## src/rtl/hi_pkg.sv

```systemverilog
// Shared types and helpers for the host-interface register terminal.
package hi_pkg;

    typedef enum logic [1:0] {
        HI_IDLE = 2'd0,
        HI_RD   = 2'd1,
        HI_WR   = 2'd2
    } hi_state_e;

    localparam logic [15:0] HI_STATUS_OK    = 16'h0000;
    localparam logic [15:0] HI_STATUS_RANGE = 16'h0001;

    // Byte length rounded up to whole 32-bit words; the 33-bit sum keeps a near-max length from wrapping.
    function automatic logic [31:0] hi_len_to_words(input logic [31:0] len);
        logic [32:0] sum;
        sum = {1'b0, len} + 33'd3;
        return {1'b0, sum[32:2]};
    endfunction

    function automatic logic hi_in_range(input logic [31:0] addr, input logic [31:0] num);
        return (addr < num);
    endfunction

endpackage

```

## src/rtl/hi_reg_term.sv

```systemverilog
// Register terminal on the di_* bus: burst read/write access to NUM_REGS 32-bit registers
// with auto-incrementing word address and sticky out-of-range status.
module hi_reg_term
    import hi_pkg::*;
#(
    parameter logic [15:0] TERM_ADDR = 16'h0010,
    parameter int          NUM_REGS  = 16,
    parameter logic [31:0] RESET_VAL = 32'h0000_0000,
    localparam int         AW        = $clog2(NUM_REGS)
) (
    input  logic                     ifclk,
    input  logic                     reset,
    input  logic [15:0]              di_term_addr,
    input  logic [31:0]              di_reg_addr,
    input  logic [31:0]              di_len,
    input  logic                     di_read_mode,
    input  logic                     di_read_req,
    input  logic                     di_read,
    output logic                     di_read_rdy,
    output logic [31:0]              di_reg_datao,
    input  logic                     di_write_mode,
    input  logic                     di_write,
    output logic                     di_write_rdy,
    input  logic [31:0]              di_reg_datai,
    output logic [15:0]              di_transfer_status,
    output logic [32*NUM_REGS-1:0]   regs_o,
    output logic                     wr_strobe,
    output logic [AW-1:0]            wr_idx
);

    localparam logic [31:0] NUM_REGS_W = 32'(NUM_REGS);

    hi_state_e     state_q, state_d;
    logic [31:0]   addr_q, addr_d;
    logic [31:0]   words_q, words_d;
    logic [15:0]   status_q, status_d;
    logic          rd_rdy_q, rd_rdy_d;
    logic          wr_rdy_q, wr_rdy_d;
    logic [31:0]   datao_q, datao_d;
    logic          wr_strobe_q, wr_strobe_d;
    logic [AW-1:0] wr_idx_q, wr_idx_d;
    logic [31:0]   regs_q [NUM_REGS];

    logic          sel_s;
    logic          start_rd_s;
    logic          fetch_en_s;
    logic [31:0]   fetch_addr_s;
    logic [31:0]   len_words_s;
    logic          we_s;
    logic [AW-1:0] we_idx_s;

    assign sel_s       = (di_term_addr == TERM_ADDR);
    assign len_words_s = hi_len_to_words(di_len);

    // Next-state, counter and read-fetch logic for the transfer FSM.
    always_comb begin
        state_d      = state_q;
        addr_d       = addr_q;
        words_d      = words_q;
        status_d     = status_q;
        rd_rdy_d     = rd_rdy_q;
        wr_rdy_d     = wr_rdy_q;
        datao_d      = datao_q;
        wr_strobe_d  = 1'b0;
        wr_idx_d     = wr_idx_q;
        start_rd_s   = 1'b0;
        fetch_en_s   = 1'b0;
        fetch_addr_s = addr_q;
        we_s         = 1'b0;
        we_idx_s     = addr_q[AW-1:0];

        case (state_q)
            HI_IDLE: begin
                if (sel_s && di_read_mode && di_read_req) begin
                    start_rd_s = 1'b1;
                end else if (sel_s && di_write_mode) begin
                    state_d  = HI_WR;
                    addr_d   = di_reg_addr;
                    status_d = HI_STATUS_OK;
                    wr_rdy_d = 1'b1;
                end else begin
                    state_d = HI_IDLE;
                end
            end
            HI_RD: begin
                if (!sel_s || !di_read_mode) begin
                    state_d  = HI_IDLE;
                    rd_rdy_d = 1'b0;
                end else if (di_read_req) begin
                    start_rd_s = 1'b1;
                end else if (di_read && rd_rdy_q) begin
                    if (words_q == 32'd1) begin
                        state_d  = HI_IDLE;
                        rd_rdy_d = 1'b0;
                    end else begin
                        addr_d       = addr_q + 32'd1;
                        words_d      = words_q - 32'd1;
                        fetch_en_s   = 1'b1;
                        fetch_addr_s = addr_q + 32'd1;
                    end
                end else begin
                    state_d = HI_RD;
                end
            end
            HI_WR: begin
                if (!sel_s || !di_write_mode) begin
                    state_d  = HI_IDLE;
                    wr_rdy_d = 1'b0;
                end else if (di_write && wr_rdy_q) begin
                    addr_d = addr_q + 32'd1;
                    if (hi_in_range(addr_q, NUM_REGS_W)) begin
                        we_s        = 1'b1;
                        wr_strobe_d = 1'b1;
                        wr_idx_d    = addr_q[AW-1:0];
                    end else begin
                        status_d = HI_STATUS_RANGE;
                    end
                end else begin
                    state_d = HI_WR;
                end
            end
            default: begin
                state_d  = HI_IDLE;
                rd_rdy_d = 1'b0;
                wr_rdy_d = 1'b0;
            end
        endcase

        // A (re)start may come from IDLE or as a replayed request mid-read.
        if (start_rd_s) begin
            addr_d   = di_reg_addr;
            words_d  = len_words_s;
            status_d = HI_STATUS_OK;
            if (len_words_s == 32'd0) begin
                state_d  = HI_IDLE;
                rd_rdy_d = 1'b0;
            end else begin
                state_d      = HI_RD;
                rd_rdy_d     = 1'b1;
                fetch_en_s   = 1'b1;
                fetch_addr_s = di_reg_addr;
            end
        end else begin
            state_d = state_d;
        end

        if (fetch_en_s) begin
            if (hi_in_range(fetch_addr_s, NUM_REGS_W)) begin
                datao_d = regs_q[fetch_addr_s[AW-1:0]];
            end else begin
                datao_d  = 32'h0000_0000;
                status_d = HI_STATUS_RANGE;
            end
        end else begin
            datao_d = datao_d;
        end
    end

    // State, counters, registered outputs and the register file.
    always_ff @(posedge ifclk) begin
        if (reset) begin
            state_q     <= HI_IDLE;
            addr_q      <= 32'h0000_0000;
            words_q     <= 32'h0000_0000;
            status_q    <= HI_STATUS_OK;
            rd_rdy_q    <= 1'b0;
            wr_rdy_q    <= 1'b0;
            datao_q     <= 32'h0000_0000;
            wr_strobe_q <= 1'b0;
            wr_idx_q    <= '0;
            for (int k = 0; k < NUM_REGS; k++) begin
                regs_q[k] <= RESET_VAL;
            end
        end else begin
            state_q     <= state_d;
            addr_q      <= addr_d;
            words_q     <= words_d;
            status_q    <= status_d;
            rd_rdy_q    <= rd_rdy_d;
            wr_rdy_q    <= wr_rdy_d;
            datao_q     <= datao_d;
            wr_strobe_q <= wr_strobe_d;
            wr_idx_q    <= wr_idx_d;
            if (we_s) begin
                regs_q[we_idx_s] <= di_reg_datai;
            end
        end
    end

    // Bus-facing outputs read as zero whenever another terminal is addressed.
    always_comb begin
        if (sel_s) begin
            di_read_rdy        = rd_rdy_q;
            di_write_rdy       = wr_rdy_q;
            di_reg_datao       = datao_q;
            di_transfer_status = status_q;
        end else begin
            di_read_rdy        = 1'b0;
            di_write_rdy       = 1'b0;
            di_reg_datao       = 32'h0000_0000;
            di_transfer_status = HI_STATUS_OK;
        end
    end

    assign wr_strobe = wr_strobe_q;
    assign wr_idx    = wr_idx_q;

    for (genvar g = 0; g < NUM_REGS; g++) begin : g_regs_flat
        assign regs_o[32*g +: 32] = regs_q[g];
    end

endmodule

```

## config.mk

```make
export PLATFORM = sky130hd
export DESIGN_NAME = hi_reg_term
export DESIGN_NICKNAME = d
export VERILOG_FILES = /design/src/rtl/hi_pkg.sv /design/src/rtl/hi_reg_term.sv
export SDC_FILE = /design/constraint.sdc
export NUM_CORES = 1
export LEC_CHECK = 0
export CAP_MARGIN = 20
export CORE_AREA = 2 2 268 270
export DETAILED_ROUTE_END_ITERATION = 10
export DIE_AREA = 0 0 270 272
export DONT_BUFFER_PORTS = 1
export MAX_ROUTING_LAYER = met4
export PLACE_DENSITY = 0.61
export SKIP_LAST_GASP = 1
export SLEW_MARGIN = 20
export SYNTH_ARGS = -nofsm -noshare
export SYNTH_HDL_FRONTEND = slang
export SYNTH_SLANG_ARGS = --single-unit
```

## constraint.sdc

```tcl
create_clock -name ifclk -period 3.5 [get_ports ifclk]
set_input_delay 0.175 -clock ifclk [delete_from_list [all_inputs] [get_ports ifclk]]
set_output_delay 0.175 -clock ifclk [all_outputs]
set_load 0.02 [all_outputs]
```

==> PnR_summary.wiki <==
{| class="wikitable"
! Metric !! Value
|-
| Run status || complete, but fails checks
|-
| Violations in the final reports || hold timing, setup timing
|-
| Fin Clk Skew || between 0.02 and 0.03 ns
|-
| Main combinational cell family by area after synthesis || simple AND/OR/NAND/NOR gates
|-
| Pin count of the biggest net entering global routing || 105
|-
| Highest ir drop seen on vdd || about 0.38 mV
|-
| Fraction of the mapped netlist area in compound gates || 0.110
|-
| Final design utilization || 0.564
|-
| Reg clk slew, reported paths || approximately 0.060 ns
|-
| Period utilisation layout || 1.11
|-
| Worst min-delay path category || in -> reg
|-
| Post-route worst hold slack || -0.0196 ns
|-
| Max Freq || 258 MHz
|-
| Syn Inst Count || ~2800
|-
| Part of the total power dissipated in sequential elements || 0.525
|-
| Tightest Pin Transition || 1.14 ns
|-
| Netlist Area Pre-Place || between 0.03 and 0.04 mm^2
|-
| Hold Crit Start || di_reg_addr[7]
|-
| Pleak || around 16 nW
|-
| Pins Over Slew Limit || 0
|-
| Top FF cell, synth || edfxtp_1
|-
| Switching share of power || 0.258
|-
| Clock buffer depth || 3
|-
| Psw || between 4 and 5 mW
|-
| Net count after synthesis || 2971
|-
| Net count of the finished layout || between 3000 and 4000
|-
| Reg2Reg Setup Slack || -0.37 ns
|-
| Worst max-slew margin expressed relative to the limit || 0.236
|-
| Sort of element at the start of the critical path || flip-flop
|-
| Synth Area per Inst || around 11 um^2
|-
| Number of clock sinks || between 600 and 700
|-
| Vias/cell || 6.60
|-
| Maximum Capacitance Violations || 0
|-
| Violation count after the first detailed-route iteration || between 3000 and 4000
|-
| Top post-synthesis cells by area || edfxtp_1 48%, and3_1 8.6%, dfxtp_1 7.6%
|-
| Multiplexer share of the synthesized area || 0.0714
|-
| Total GRT Usage || 0.403
|-
| Placed inst area || between 0.03 and 0.04 mm^2
|-
| Vias in the first global route || 26600
|-
| Combinational group share of total power || 0.046
|-
| Standard-cell rows || a little under 100
|-
| Signed area change from the synthesized netlist to the final layout || 24.5%
|-
| Seq cells post-synth || between 600 and 700
|-
| Overall die area || approximately 0.073 mm^2
|-
| RSZ-0062 raised after global routing || yes
|-
| Number of optimization iterations in the first detailed-route pass || 9
|-
| Proportion of netlist area held by the largest area contributor || 0.480
|-
| Simple logic cell fraction of the synthesized area || 0.205
|-
| Wire length per cell after detailed routing || 35.6 um
|-
| TritonCTS clock tree || built
|-
| Hold Vio Cnt, Final || 1
|-
| Number of ports placed on the die boundary || just under 700
|-
| Antenna violations before repair || 14
|-
| Finished Cell Area || about 0.04 mm^2
|-
| Fraction of final layout cells with drive strength greater than 1 || 0.232
|-
| Clock root buffer || clkbuf_16
|-
| TritonCTS Buffers || ~70
|-
| Portion of total power attributed to the clock network || 0.429
|-
| Cell depth of the worst flop-to-flop path || 17
|-
| H-tree levels || 3
|-
| DRC violation count after routing || 0
|-
| Total routed wire length on the met1 layer || approximately 56 mm
|-
| Port Buf Inserts || 0
|-
| Detailed Place HPWL || roughly 100 mm
|-
| Worst-case setup slack after placement || -0.504 ns
|-
| Core region area || 0.0708 mm^2
|-
| Overflow left after global routing || 0
|-
| Highest routed metal layer || met4
|-
| Met3 wirelength from detailed routing || 18.2 mm
|-
| Effective utilization at floorplan || 0.453
|-
| Total power per unit cell area || 440 mW/mm^2
|-
| Required time of the critical path || about 4.0 ns
|-
| Overall power of the completed layout || around 18 mW
|-
| Number of vias in the routed layout || around 27000
|-
| Type of destination of the critical path || flip-flop
|-
| Critical path start-end classification || reg -> reg
|-
| Overall die height || ~270 um
|-
| Total number of yosys warnings || 0
|-
| Post-synthesis share of cell area spent on full adders, half adders and majority gates || 0.00390
|-
| Critical R2R Capture || datao_q[21]
|-
| Hold-critical path depth || 4
|-
| Shortest period the worst path allows || 3.87 ns
|-
| Chip width || between 200 and 300 um
|-
| Wire length of the first global-routing pass || 207 mm
|-
| Met2 Wirelength || approximately 67 mm
|-
| Synth area leader || edfxtp_1
|-
| Xor and xnor area share after synthesis || 0.0145
|-
| Share of synthesized area occupied by flip-flops and latches || 0.555
|-
| Post-synth EDFFs || 512
|-
| Clock latency reported for the late side of the worst-skew pair || about 0.64 ns
|-
| Gp weighted congestion || 1.01
|-
| Worst-path fanout max || 7
|-
| Final count of negative-setup-slack endpoints || 48
|-
| Number of antenna-violating nets in the routed design || 0
|-
| Unique cell type count in the Yosys netlist || 93
|-
| Share of synthesized registers carrying an async set or reset || 0
|-
| Final wirelength || between 100 and 150 mm
|-
| Min-Delay Endpoint || addr_q[7]
|-
| Final Worst Setup Slack || -0.375 ns
|-
| Internal || ~13 mW
|-
| WP data arrival || 4.38 ns
|-
| Launch instance of the worst register-to-register path || words_q[1]
|}
-- per-layer routing --
metal	track usage	vias up
li1	-	11500
met1	0.491	13700
met2	0.617	1870
met3	0.136	391
met4	0.162	0
met5	-	-
-- timing repair --
action | 4_1_cts | 5_1_grt
endpoints found under the hold margin | 677 | 0
endpoints found under the setup margin | 50 | 59
resized for setup | 49 | 28
hold buffers | 97 | 0
gates cloned | 9 | 0
buffers inserted | 23 | 4
pin swaps | 21 | 22
-- power by group through the flow --
stage	clock network [mW]	logic (mW)	registers, mW
6_report	7.54	0.801	9.24
3_3_place_gp	0	0.525	9.37
4_1_cts	7.57	0.781	9.22
2_1_floorplan	0	0.325	9.13
5_1_grt	7.87	0.827	9.24
3_5_place_dp	0	0.527	9.37
-- sequential cells by signal (all words and copies together) (netlist names) --
name       flops
addr_q        32
datao_q       32
rd_rdy_q       1
regs_q       512
state_q        2
status_q      16
words_q       32
wr_idx         4
wr_rdy_q       1
wr_strobe      1
-- placed cells by master (no fill, tap or decap), types with 47 or more instances in the layout --
| cell | n |
|---|---|
| a21oi_1 | 115 |
| and2_1 | 159 |
| and3_1 | 440 |
| buf_12 | 62 |
| buf_4 | 334 |
| clkbuf_16 | 72 |
| dfxtp_1 | 118 |
| dlygate4sd3_1 | 96 |
| edfxtp_1 | 512 |
| mux2_2 | 101 |
| mux2i_1 | 99 |
| nand2_1 | 159 |
| nor2_1 | 123 |
| nor4_1 | 47 |
-- cell families after synthesis --
group	count (synthesis)
flops	633
xor+xnor	53
simple gates	1148
compound gates	477
mux	215
fa+ha+maj	10
buf+inv	306
-- metrics by stage --
step	std cells	TNS [ns]
after floorplan	2842	-0.138
after global placement	3893	-16.45
after detailed placement	3893	-18.12
after CTS	4152	-11.74
after global routing	4159	-20.22
final	4162	-13.43
-- Yosys cell counts, types with 15 or more instances --
cell type and count:
nor3_1 33, a22oi_1 20, nor4_1 49, nor2_1 123, buf_4 18, dfxtp_1 121, clkbuf_1 226, o21ai_0 42
nand3_1 45, mux2_2 105, mux2i_1 109, a221oi_1 34, a222oi_1 19, a21oi_1 123, a32o_1 15, nand2_1 160
and2_1 169, and3_1 443, o22ai_1 34, xor2_1 23, inv_1 19, xnor2_1 30, edfxtp_1 512, a22o_1 17
buf_2 33, o2111a_1 31, nand4_1 36, a211oi_1 44
-- area by class of cell --
cell class,count,area (um^2)
diodes,10,25.0
clock buffers,96,1950
clock inverters,36,358
fillers,6058,30800
inverters,19,73.8
multi-input cells,1903,13400
flip-flops and latches,633,17800
well taps,950,1190
repair buffers,515,5120
-- worst max-delay path by stage --
stage,start,depth (start not counted),to,slack (ns)
floorplan,words_q[1],14,datao_q[2],-0.04
global placement,di_len[16],14,datao_q[14],-0.49
detailed placement,di_len[16],14,datao_q[13],-0.50
CTS,words_q[1],17,datao_q[13],-0.35
global route,words_q[1],17,datao_q[18],-0.47
finish,words_q[1],17,datao_q[21],-0.37
-- critical path: stages, from the launching register on --
cell and delay (ns):
dfxtp_2 0.32, inv_2 0.07, ha_4 0.12, or4b_4 0.44, or3_4 0.36, nor4_4 0.28, buf_6 0.14, nor3_4 0.04
buf_6 0.13, mux2_4 0.30, or2_0 0.20, mux2i_1 0.24, buf_4 0.18, nor2b_4 0.10, buf_12 0.18, a222oi_1 0.42
a22o_1 0.20, a21oi_1 0.04
Power figures use the tool's default switching activity.
